--- config.mk ---
export PLATFORM = sky130hd
export DESIGN_NAME = lmc1992_rx
export DESIGN_NICKNAME = d
export VERILOG_FILES = /design/src/rtl/lmc1992_rx.sv
export SDC_FILE = /design/constraint.sdc
export NUM_CORES = 1
export LEC_CHECK = 0
export ABC_AREA = 1
export CORE_UTILIZATION = 40
export CTS_BUF_LIST = sky130_fd_sc_hd__clkbuf_16
export DETAILED_ROUTE_END_ITERATION = 8
export GPL_ROUTABILITY_DRIVEN = 0
export GPL_TIMING_DRIVEN = 0
export PLACE_DENSITY = 0.62
export SYNTH_ARGS = -nofsm -noshare
export SYNTH_HDL_FRONTEND = slang
export SYNTH_SLANG_ARGS = --single-unit
--- constraint.sdc ---
create_clock -name clk32 -period 9.1 [get_ports clk32]
set_input_delay 2.73 -clock clk32 [delete_from_list [all_inputs] [get_ports clk32]]
set_output_delay 2.73 -clock clk32 [all_outputs]
set_load 0.01 [all_outputs]
--- src/rtl/lmc1992_rx.sv ---
// -----------------------------------------------------------------------------
// lmc1992_rx
//
// Receiver and audio path for an LMC1992-style tone/volume controller.
// A three-wire microwire port (clock, data, frame enable), all synchronous to
// clk32, delivers 11-bit command frames: a 2-bit address (must be 2'b10), a
// 3-bit function code and 6 data bits, sent MSB first. Each accepted frame
// updates one control register. The master and left/right volume registers
// set a per-channel attenuation that scales the unsigned 8-bit DMA samples
// into signed 16-bit output samples.
//
// Configuration macro: LMC_TONE_EN
//   defined   - bass and treble are stored and decoded from their frames
//   undefined - bass/treble frames are ignored and both read as constant 6
//
// Ports
//   clk32        in   system clock (32 MHz)
//   resb         in   asynchronous active-low reset
//   mw_clk       in   microwire bit clock (sampled on its rising edge)
//   mw_data      in   microwire serial data
//   mw_en        in   microwire frame enable (frame ends on its falling edge)
//   audio_left   in   [7:0]  unsigned left sample, 128 = silence
//   audio_right  in   [7:0]  unsigned right sample, 128 = silence
//   out_left     out  [15:0] signed attenuated left sample (2-cycle latency)
//   out_right    out  [15:0] signed attenuated right sample (2-cycle latency)
//   master       out  [5:0]  master volume, 0..40
//   vol_left     out  [4:0]  left volume, 0..20
//   vol_right    out  [4:0]  right volume, 0..20
//   bass         out  [3:0]  bass setting, 0..12
//   treble       out  [3:0]  treble setting, 0..12
//   mixer        out  [1:0]  mixer select
// -----------------------------------------------------------------------------
module lmc1992_rx (
    input  logic        clk32,
    input  logic        resb,
    input  logic        mw_clk,
    input  logic        mw_data,
    input  logic        mw_en,
    input  logic [7:0]  audio_left,
    input  logic [7:0]  audio_right,
    output logic [15:0] out_left,
    output logic [15:0] out_right,
    output logic [5:0]  master,
    output logic [4:0]  vol_left,
    output logic [4:0]  vol_right,
    output logic [3:0]  bass,
    output logic [3:0]  treble,
    output logic [1:0]  mixer
);

    typedef enum logic [2:0] {
        FN_MIXER  = 3'b000,
        FN_BASS   = 3'b001,
        FN_TREBLE = 3'b010,
        FN_MASTER = 3'b011,
        FN_VOL_R  = 3'b100,
        FN_VOL_L  = 3'b101
    } fn_e;

    localparam logic [3:0] FRAME_BITS = 4'd11;

    // -------------------------------------------------------------------------
    // Microwire edge detection
    // -------------------------------------------------------------------------
    logic mw_clk_d;
    logic mw_en_d;
    logic rise;
    logic fall;
    logic start;
    logic shift_en;

    assign rise  = mw_clk & ~mw_clk_d;
    assign fall  = mw_en_d & ~mw_en;
    assign start = mw_en & ~mw_en_d;
    // A bit clocked in on the very cycle the enable drops still belongs to
    // the frame, so the delayed enable keeps the shifter open for that cycle.
    assign shift_en = rise & (mw_en | mw_en_d);

    // -------------------------------------------------------------------------
    // Shift register and bit counter
    // -------------------------------------------------------------------------
    logic [10:0] shift_q;
    logic [3:0]  cnt_q;
    logic [10:0] shift_nxt;
    logic [3:0]  cnt_nxt;

    // NOTE: every signal assigned in this block gets a default first, so no
    // path leaves it unassigned and no latch is inferred.
    always_comb begin
        shift_nxt = shift_q;
        cnt_nxt   = start ? 4'd0 : cnt_q;
        if (shift_en) begin
            // Older bits fall off the top, so a long frame keeps its last 11.
            shift_nxt = {shift_q[9:0], mw_data};
            if (cnt_nxt != FRAME_BITS) begin
                cnt_nxt = cnt_nxt + 4'd1;
            end
        end
    end

    // Decode looks at the next-state values so a bit arriving together with
    // the frame end is included in the command.
    logic       frame_ok;
    logic [2:0] fn_code;
    logic [5:0] fn_data;

    assign frame_ok = fall && (cnt_nxt == FRAME_BITS) && (shift_nxt[10:9] == 2'b10);
    assign fn_code  = shift_nxt[8:6];
    assign fn_data  = shift_nxt[5:0];

    function automatic logic [3:0] clamp12(input logic [3:0] v);
        return (v > 4'd12) ? 4'd12 : v;
    endfunction

    function automatic logic [4:0] clamp20(input logic [4:0] v);
        return (v > 5'd20) ? 5'd20 : v;
    endfunction

    function automatic logic [5:0] clamp40(input logic [5:0] v);
        return (v > 6'd40) ? 6'd40 : v;
    endfunction

    // NOTE: sequential state is written only with non-blocking assignments so
    // every flop samples the pre-edge values regardless of statement order.
    always_ff @(posedge clk32 or negedge resb) begin
        if (!resb) begin
            mw_clk_d  <= 1'b0;
            mw_en_d   <= 1'b0;
            shift_q   <= '0;
            cnt_q     <= '0;
            master    <= 6'd40;
            vol_left  <= 5'd20;
            vol_right <= 5'd20;
            mixer     <= 2'b01;
        end else begin
            mw_clk_d <= mw_clk;
            mw_en_d  <= mw_en;
            shift_q  <= shift_nxt;
            cnt_q    <= cnt_nxt;
            if (frame_ok) begin
                case (fn_code)
                    FN_MIXER:  mixer     <= fn_data[1:0];
                    FN_MASTER: master    <= clamp40(fn_data);
                    FN_VOL_R:  vol_right <= clamp20(fn_data[4:0]);
                    FN_VOL_L:  vol_left  <= clamp20(fn_data[4:0]);
                    default:   ;
                endcase
            end
        end
    end

`ifdef LMC_TONE_EN
    always_ff @(posedge clk32 or negedge resb) begin
        if (!resb) begin
            bass   <= 4'd6;
            treble <= 4'd6;
        end else if (frame_ok) begin
            if (fn_code == FN_BASS) begin
                bass <= clamp12(fn_data[3:0]);
            end
            if (fn_code == FN_TREBLE) begin
                treble <= clamp12(fn_data[3:0]);
            end
        end
    end
`else
    assign bass   = 4'd6;
    assign treble = 4'd6;
`endif

    // -------------------------------------------------------------------------
    // Attenuation and gain
    // -------------------------------------------------------------------------
    // att = (40 - master) + (20 - vol); register clamps keep this in 0..60.
    logic [6:0] att_left;
    logic [6:0] att_right;

    assign att_left  = 7'd60 - {1'b0, master} - {2'b00, vol_left};
    assign att_right = 7'd60 - {1'b0, master} - {2'b00, vol_right};

    // gain(att) = round(255 * 10^(-att/10)); anything at or past 40 is mute.
    function automatic logic [7:0] gain_lut(input logic [6:0] att);
        logic [7:0] g;
        case (att)
            7'd0:  g = 8'd255;
            7'd1:  g = 8'd203;
            7'd2:  g = 8'd161;
            7'd3:  g = 8'd128;
            7'd4:  g = 8'd102;
            7'd5:  g = 8'd81;
            7'd6:  g = 8'd64;
            7'd7:  g = 8'd51;
            7'd8:  g = 8'd40;
            7'd9:  g = 8'd32;
            7'd10: g = 8'd26;
            7'd11: g = 8'd20;
            7'd12: g = 8'd16;
            7'd13: g = 8'd13;
            7'd14: g = 8'd10;
            7'd15: g = 8'd8;
            7'd16: g = 8'd6;
            7'd17: g = 8'd5;
            7'd18: g = 8'd4;
            7'd19: g = 8'd3;
            7'd20: g = 8'd3;
            7'd21: g = 8'd2;
            7'd22: g = 8'd2;
            7'd23: g = 8'd1;
            7'd24: g = 8'd1;
            7'd25: g = 8'd1;
            7'd26: g = 8'd1;
            7'd27: g = 8'd1;
            default: g = 8'd0;
        endcase
        return g;
    endfunction

    // -------------------------------------------------------------------------
    // Two-stage audio pipeline
    // -------------------------------------------------------------------------
    // Flipping the MSB turns offset-binary (128 = 0) into two's complement.
    logic signed [7:0]  samp_l_q;
    logic signed [7:0]  samp_r_q;
    logic [7:0]         gain_l_q;
    logic [7:0]         gain_r_q;
    logic signed [16:0] prod_l;
    logic signed [16:0] prod_r;

    assign prod_l = samp_l_q * $signed({1'b0, gain_l_q});
    assign prod_r = samp_r_q * $signed({1'b0, gain_r_q});

    always_ff @(posedge clk32 or negedge resb) begin
        if (!resb) begin
            samp_l_q  <= '0;
            samp_r_q  <= '0;
            gain_l_q  <= '0;
            gain_r_q  <= '0;
            out_left  <= '0;
            out_right <= '0;
        end else begin
            samp_l_q  <= $signed(audio_left ^ 8'h80);
            samp_r_q  <= $signed(audio_right ^ 8'h80);
            gain_l_q  <= gain_lut(att_left);
            gain_r_q  <= gain_lut(att_right);
            // |product| <= 32640, so the low 16 bits hold it exactly.
            out_left  <= prod_l[15:0];
            out_right <= prod_r[15:0];
        end
    end

endmodule

==> results of run 1 <==
[power breakdown]
group / internal, mW / switching [mW] / leakage, nW / total, mW
combinational: 0.0721 / 0.119 / 4.41 / 0.191
clock: 0.222 / 0.192 / 0.157 / 0.413
sequential: 0.464 / 0.0110 / 1.25 / 0.475
[state kept, by name, indices dropped and copies added, names as in the netlist]
register and count:
mixer 2, cnt_q 4, samp_l_q 8, gain_r_q 8
out_left 16, shift_q 11, vol_right 5, mw_clk_d 1
out_right 16, gain_l_q 8, samp_r_q 8, master 6
vol_left 5, mw_en_d 1
[cell type report]
cell class	instances	area [µm²]
Buffer	43	210
Clock buffer	9	225
Tap cell	280	350
Sequential cell	99	2490
Clock inverter	7	95.1
Multi-Input combinational cell	742	5440
Inverter	246	923
Fill cell	2165	11500
Timing Repair Buffer	71	726
[synth_stat cells, drive strengths merged]
master,n
nand2,294
inv,245
ha,104
dfrtp,92
fa,76
nor2,62
nand3,49
o21ai,37
a21oi,34
clkbuf,32
xor2,18
xnor2,16
buf,11
or2,10
nor3,9
nand4,8
dfstp,7
o211ai,4
nand3b,3
a21boi,2
a21o,2
a31oi,2
conb,2
a221oi,1
and2,1
clkinv,1
o21a,1
o21bai,1
[path summary, 6_finish.rpt]
path                             start      endpoint  slack, ns  depth (start not counted)
setup / recovery                 mw_en  vol_right[0]       4.24                         12
hold / removal                mixer[0]      mixer[0]       0.47                          2
setup reg to reg           samp_l_q[7]  out_left[12]       4.50                         16
hold reg to reg               mixer[0]      mixer[0]       0.47                          2
max in group asynchronous         resb      mw_clk_d       6.08                          2
min in group asynchronous         resb  out_right[1]       2.35                          1
[worst reg2reg max path: stages (launching register included)]
cell and delay [ns]:
dfrtp_1 0.36, clkinv_1 0.27, or2_2 0.40, fa_1 0.51, fa_1 0.55, inv_1 0.06, fa_1 0.53, inv_1 0.05
fa_1 0.53, inv_1 0.04, ha_1 0.34, a21oi_1 0.20, o21ai_0 0.14, a21oi_1 0.23, nor2_1 0.07, nor2_1 0.12
xnor2_1 0.13
[layer usage]
metal / GRT usage / part of all wire
met1: 0.214 / 0.47
met2: 0.277 / 0.48
met3: 0.0284 / 0.038
met4: 0.0423 / 0.014
met5: 0 / 0
[cells by family after synthesis]
family                     count (synthesis)  share of synthesized area
and+or+nand+nor                          436                      0.202
buffers and inverters                    289                      0.125
adders and majority gates                180                      0.312
DFF                                       99                      0.275
AOI/OAI and AO/OA                         84                     0.0512
xor gates and xnor gates                  34                     0.0329
other                                      2                   0.000831
==> impl_metrics.toml, run 1 <==
[placement]
port_buffers = 70
dp_hpwl_um = 14200
dp_slack_ns = 3.88
dp_cells = 1481
postPlaceCellArea_um2 = 10100

[floorplan]
io_pins = 79
die-width_um = 152
initial_core_util = 0.412
dieArea_um2 = 23200
core_region_area_um2 = 22000
die_y_um = 152
rows = 54

[yosys]
ys_ff_latch = 99
yosysUniqueCellTypes = 40
syn_area_per_cell_um2 = 8.04
yosys-top-cells-area = "dfrtp_1 25%, fa_1 17%, ha_1 14%"
synth_largest_area_cell = "dfrtp_1"
yosysTopAreaCellShare = 0.255
netlist_area_um2 = 9040
ys_seq_area_frac = 0.275
synth_warnings = 0
synth_cells = 1124

[worst_setup_path]
cp_slowest_stage_delay_ns = 0.52
path_common_cell = "nand2_1"
arrival_ns = 5.10
critPathBufInv = 1
crit_family = "simple AND/OR/NAND/NOR gates"
crit_slowest_cell = "clkdlybuf4s50_1"
worst-setup-path-type = "input pin to flip-flop"
endpoint_kind = "flip-flop"
crit_path_start_kind = "input pin"
worstPathMaxFanout = 7
worstPathRequired_ns = 9.35
crit_chain = "clkdlybuf4s50_1, a21boi_1, ha_1, nand4_1, nand2_1, nand2_1, nand2_1, nand2_1, nor2_1, nand3_1, nand2_1, nand2_1"

[power]
ir_drop_mv = 0.118
p_per_area_nw_per_um2 = 103
leakage_nw = 5.81
finalPower_mw = 1.08

[sta]
worstMarginPinSlew_ns = 0.673
whs_ns = 0.471
period_share = 0.534
tns_ns = 0
finalMaxSlewViolations = 0
relSlewSlack = 0.548
rsz0062_at_grt = "no"
hold_viol = 0
fin_skew_ns = 0.0131
fin_crit_ns = 4.86
max_freq_ghz = 0.206
fin_ws_ns = 4.24
finalSetupViolCount = 0

[cells_and_area]
fin_cells = 1497
drive_above_1_share = 0.0509
num_antenna_cells = 0
syn_to_final_growth_pct = 15.7
fin_area_um2 = 10500
utilization = 0.476
layout_commonest_cell = "nand2_1"
final_cell_mix = "292 x nand2_1, 243 x inv_1, 104 x ha_1, 92 x dfrtp_1, 76 x fa_1"
fin_nets = 1413

[status]
violations = "design-rule violations"
status = "finished with violations"

[route]
first_iter_violations = 229
vias_per_cell = 4.64
first_pass_iters = 6
wl_per_cell_um = 11.8
drt-total-wl_um = 17600
postRouteAntennaNets = 0
vias = 6946
drc = 11

[global_routing]
grt_pass1_wl_um = 31300
antenna_found_initial = 0
grt_pass1_vias = 6822
overflow = 0
grt_max_degree = 59
grt_usage = 0.163

[cts]
clk_pin_slew_ns = 0.08
cts_buffer_depth = 2
cts_setup_buffers = 0
hold_buffers = 0
cts_sinks = 99
cts_root_buf = "clkbuf_16"
cts-resized-gates = 0
cts_tree = "yes"
htree_levels = 3
clock_latency_ns = 0.36
numCtsBuffers = 9

[run]
cap_violations = 0

[worst_hold_path]
worstHoldPathType = "flip-flop to flip-flop"
No activity file was read; power rests on OpenSTA's default activity.
==> inputs of run 2 (changes only) <==
--- a/config.mk
+++ b/config.mk
@@ -11,7 +11,7 @@
 export DETAILED_ROUTE_END_ITERATION = 8
 export GPL_ROUTABILITY_DRIVEN = 0
 export GPL_TIMING_DRIVEN = 0
-export PLACE_DENSITY = 0.62
+export PLACE_DENSITY = 0.64
 export SYNTH_ARGS = -nofsm -noshare
 export SYNTH_HDL_FRONTEND = slang
 export SYNTH_SLANG_ARGS = --single-unit
==> constraint.sdc (replaced) <==
create_clock -name clk32 -period 4.1 [get_ports clk32]
set_input_delay 1.23 -clock clk32 [delete_from_list [all_inputs] [get_ports clk32]]
set_output_delay 1.23 -clock clk32 [all_outputs]
set_load 0.01 [all_outputs]
==> impl_metrics.toml, run 2 (same netlist as run 1, synthesis figures left out) <==
[run]
cap_violations = 0

[cells_and_area]
multi_input_area_um2 = 5630
drive_above_1_share = 0.110
num_antenna_cells = 0
syn_to_final_growth_pct = 18.2
fin_area_um2 = 10700
final_cell_mix = "290 x nand2_1, 240 x inv_1, 95 x ha_1, 76 x fa_1"
regArea_um2 = 2510
fin_nets = 1401
reg_top3 = "out_left (16), out_right (16), shift_q (11)"
layout_commonest_cell = "nand2_1"
fin_cells = 1485
fillers = 2090

[sta]
fin_skew_ns = 0.0138
finalSetupViolCount = 0
max_freq_ghz = 0.252
finalMaxSlewViolations = 0
hold_viol = 0
period_share = 0.969
relSlewSlack = 0.479
worstMarginPinSlew_ns = 0.781
fin_crit_ns = 3.97

[route]
first_pass_iters = 7
wl_per_cell_um = 12.2
vias_per_cell = 4.67
postRouteAntennaNets = 0
drt-total-wl_um = 18100
drc = 9
vias = 6934
first_iter_violations = 294

[worst_setup_path]
crit_slowest_cell = "fa_1"
critPathBufInv = 3
worstPathRequired_ns = 4.34
path_common_cell = "fa_1"
crit_family = "adder cells"
arrival_ns = 4.21
rr_startpoint = "samp_l_q[7]"
worst-setup-path-type = "flip-flop to flip-flop"
startpoint = "samp_l_q[7]"
worstPathMaxFanout = 6
endpoint_kind = "flip-flop"
crit_path_start_kind = "flip-flop"
crit_chain = "clkinv_4, buf_4, or2_2, fa_1, inv_1, fa_1, fa_1, ha_4, ha_4, a21o_1, a221oi_2, nand3_1, nand2_1, nand2_1"
cp_slowest_stage_delay_ns = 0.62

[floorplan]
io_pins = 79
dieArea_um2 = 23200
core_region_area_um2 = 22000
die_y_um = 152
rows = 54
initial_core_util = 0.412
die-width_um = 152

[placement]
dp_cells = 1481
port_buffers = 70
postPlaceCellArea_um2 = 10200
dp_hpwl_um = 14100

[cts]
numCtsBuffers = 9
cts_tree = "yes"
clock_latency_ns = 0.36
cts_buffer_depth = 2
hold_buffers = 0
htree_levels = 3
cts_sinks = 99
cts_root_buf = "clkbuf_16"
clk_pin_slew_ns = 0.09

[global_routing]
grt_pass1_vias = 6847
antenna_found_initial = 0
grt_pass1_wl_um = 31300
grt_usage = 0.165
grt_max_degree = 59
overflow = 0

[status]
status = "finished with violations"
violations = "design-rule violations"

[worst_hold_path]
worstHoldPathType = "flip-flop to flip-flop"
hp-start = "mixer[0]"

[power]
ir_drop_mv = 0.224
p_per_area_nw_per_um2 = 220
finalPower_mw = 2.35
leakage_nw = 5.82
[run 2: cell types whose count changed in the layout (fill, tap and decap cells not counted), sizes merged]
cell,change
bufinv,-1
clkbuf,-30
clkinv,+1
buf,+18
[run 2: timing repair]
| item | 4_1_cts | 5_1_grt |
|---|---|---|
| cloned | 0 | 0 |
| pin swaps | 4 | 12 |
| gates resized for setup | 12 | 54 |
| setup endpoints to repair | 10 | 10 |
| buffers inserted | 9 | 9 |
[run 2: cell type report]
| class | count | area share |
|---|---|---|
| Buffer | 13 | 0.00914 |
| Clock inverter | 7 | 0.00668 |
| Timing Repair Buffer | 89 | 0.0806 |
| Tap cell | 280 | 0.0328 |
| Sequential cell | 99 | 0.235 |
| Clock buffer | 9 | 0.0211 |
| Multi-Input combinational cell | 742 | 0.527 |
| Inverter | 246 | 0.0869 |
[run 2: worst paths after layout]
path	end	slack, ns	cells after the start
min in group asynchronous	vol_right[1]	0.95	1
setup reg to reg	out_left[14]	0.13	14
hold reg to reg	mixer[0]	0.47	2
setup / recovery	out_left[14]	0.13	14
max in group asynchronous	samp_l_q[3]	2.47	2
hold / removal	mixer[0]	0.47	2
[run 2: stage by stage]
step	setup TNS, ns	hold slack, ns	setup WS [ns]	utilization
floorplan	0	0.469	0.0560	-
global placement	-208.08	0.458	-2.19	0.461
detailed placement	-1.27	0.457	-0.267	0.462
CTS	0	0.473	0.00515	0.476
global route	-0.0403	0.510	-0.0320	0.486
finish	0	0.471	0.129	0.486
[run 2: power by group]
group | switching (mW) | total, mW | internal (mW)
registers | 0.0415 | 1.07 | 1.03
clock network | 0.422 | 0.851 | 0.429
logic | 0.254 | 0.429 | 0.175
total | 0.718 | 2.35 | 1.63
[run 2: layer usage]
layer  up-vias  share of wire  track usage
met4         0          0.012       0.0379
met5         -              0            0
met1      3274           0.47        0.221
li1       3522              -            -
met2       123           0.48        0.278
met3        15          0.033       0.0276
[run 2: tightest hold or removal path: cells and delay by family (launching register included)]
kind	cells	cell delay, ns
and+or+nand+nor	2	0.09
DFF	1	0.38
==> inputs of run 3 (changes only) <==
--- a/config.mk
+++ b/config.mk
@@ -12,6 +12,7 @@
 export GPL_ROUTABILITY_DRIVEN = 0
 export GPL_TIMING_DRIVEN = 0
 export PLACE_DENSITY = 0.64
+export REMOVE_ABC_BUFFERS = 1
 export SYNTH_ARGS = -nofsm -noshare
 export SYNTH_HDL_FRONTEND = slang
 export SYNTH_SLANG_ARGS = --single-unit
==> impl_metrics.toml, run 3 (same netlist as run 1, synthesis figures left out) <==
[worst_setup_path]
crit_slowest_cell = "fa_1"
reg2reg_to = "out_right[13]"
endpoint_kind = "flip-flop"
crit_chain = "clkinvlp_4, buf_4, or2_2, fa_1, fa_1, fa_1, fa_1, inv_1, ha_1, a21oi_1, o21ai_1, a21oi_2, o21ai_1, xor2_1"
rr_startpoint = "samp_r_q[7]"
worstPathMaxFanout = 4
reg2reg_slack_ns = 0.13
reg2reg_depth = 14
cp_slowest_stage_delay_ns = 0.51
crit_path_start_kind = "flip-flop"
arrival_ns = 4.20
worst-setup-path-type = "flip-flop to flip-flop"
worstPathRequired_ns = 4.33
path_common_cell = "fa_1"

[cells_and_area]
reg_top3 = "out_left (16), out_right (16), shift_q (11)"
fin_area_um2 = 10500
fillers = 2126
drive_above_1_share = 0.0966
layout_commonest_cell = "nand2_1"
final_cell_mix = "290 x nand2_1, 241 x inv_1, 96 x ha_1, 76 x fa_1, 76 x dfrtp_1"
syn_to_final_growth_pct = 16.6
utilization = 0.480
num_antenna_cells = 0
fin_nets = 1387

[route]
first_iter_violations = 301
postRouteAntennaNets = 0
vias = 6817
vias_per_cell = 4.63
drt-total-wl_um = 17500
first_pass_iters = 8
highest_layer = "met4"
dr_wl_met3_um = 656
wl_per_cell_um = 11.9
drc = 10
met2_length_um = 8240
met1Wirelength_um = 8560

[global_routing]
grt_pass1_vias = 6764
grt_usage = 0.162
grt_max_degree = 52
antenna_found_initial = 0
overflow = 0
grt_pass1_wl_um = 31100

[floorplan]
rows = 54
dieArea_um2 = 23200
die-width_um = 152
die_y_um = 152
core_region_area_um2 = 22000
initial_core_util = 0.412
io_pins = 79

[worst_hold_path]
hp-start = "mixer[0]"
min_delay_path_depth = 2
worstHoldPathType = "flip-flop to flip-flop"
whs_endpoint = "mixer[0]"

[cts]
cts_root_buf = "clkbuf_16"
clk_pin_slew_ns = 0.08
cts_sinks = 99
numCtsBuffers = 9
cts_buffer_depth = 2
htree_levels = 3
clock_latency_ns = 0.36
hold_buffers = 0
cts_tree = "yes"

[sta]
period_share = 0.969
fin_crit_ns = 3.97
max_freq_ghz = 0.252
worstMarginPinSlew_ns = 0.710
hold_viol = 0
finalSetupViolCount = 0
finalMaxSlewViolations = 0
fin_skew_ns = 0.0115
relSlewSlack = 0.524

[power]
leakage_nw = 5.77
ir_drop_mv = 0.182
p_per_area_nw_per_um2 = 223

[status]
status = "finished with violations"
violations = "design-rule violations"

[run]
cap_violations = 0

[placement]
port_buffers = 70
dp_hpwl_um = 13700
postPlaceCellArea_um2 = 9930
==> run 3: cell count changes in the layout (fill, tap and decap cells not counted), moves of 2 or more <==
cell,before,now
clkinv_4,4,1
o21ai_2,4,6
clkbuf_1,2,0
a21oi_2,6,8
o21ai_1,8,6
buf_6,2,0
ha_2,1,3
dfrtp_1,69,76
inv_2,5,3
ha_4,8,5
clkinvlp_4,0,2
dfrtp_2,23,16
buf_4,28,18
==> run 3: where the power goes <==
group | switching (mW) | leakage [nW] | internal (mW)
clock | 0.424 | 0.146 | 0.435
sequential | 0.0422 | 1.22 | 1.03
combinational | 0.251 | 4.40 | 0.165
==> run 3: worst max-delay path: cells and delay by family, from the launching register on <==
family                   cells  cell delay, ns
flip-flops                   1            0.42
XOR/XNOR                     1            0.14
buffers and inverters        3            0.35
AO/OA/AOI/OAI                4            0.59
AND/OR/NAND/NOR              1            0.29
adder cells (fa/ha/maj)      5            2.07
==> run 3: area by class of cell <==
| type | instances | area [µm²] | share of cell area |
|---|---|---|---|
| well taps | 280 | 350 | 0.0332 |
| inverters | 246 | 932 | 0.0884 |
| repair buffers | 88 | 853 | 0.0809 |
| clock inverters | 7 | 80.1 | 0.00760 |
| clock buffers | 9 | 225 | 0.0214 |
| multi-input cells | 742 | 5590 | 0.531 |
| flip-flops and latches | 99 | 2510 | 0.238 |
==> run 3: worst max-delay path by stage <==
stage                           start  cells past startpoint  slack, ns             to
after CTS                 samp_r_q[7]                     15      0.003  out_right[15]
after floorplan           samp_l_q[7]                     16       -0.1   out_left[12]
after detailed placement  samp_l_q[7]                     16      -0.46   out_left[12]
after global placement           resb                      1      -2.17  out_right[12]
final                     samp_r_q[7]                     14       0.13  out_right[13]
after global routing      samp_l_q[7]                     14      -0.02   out_left[14]
==> run 3: metal layers <==
layer | vias up | global-route usage
li1 | 3487 | -
met4 | 0 | 0.0253
met1 | 3207 | 0.223
met3 | 6 | 0.0316
met2 | 117 | 0.268
met5 | - | 0
==> run 3: timing repair <==
item                                    in CTS  in global routing
pin swaps                                    3                 14
resized for setup                           11                 47
endpoints found under the setup margin      11                 12
setup buffers                                6                 11
==> run 3: metrics by stage <==
| step | worst slack, ns | std cells | TNS (ns) | hold WS (ns) | total power [mW] |
|---|---|---|---|---|---|
| final | 0.127 | 1471 | 0 | 0.477 | 2.35 |
| after global routing | -0.0181 | 1471 | -0.0314 | 0.501 | 2.50 |
| after CTS | 0.00254 | 1460 | 0 | 0.482 | 2.37 |
| after detailed placement | -0.455 | 1438 | -2.38 | 0.464 | 1.48 |
| after global placement | -2.17 | 1437 | -207.32 | 0.459 | 1.47 |
| after floorplan | -0.0981 | 1087 | -0.0981 | 0.469 | 1.34 |
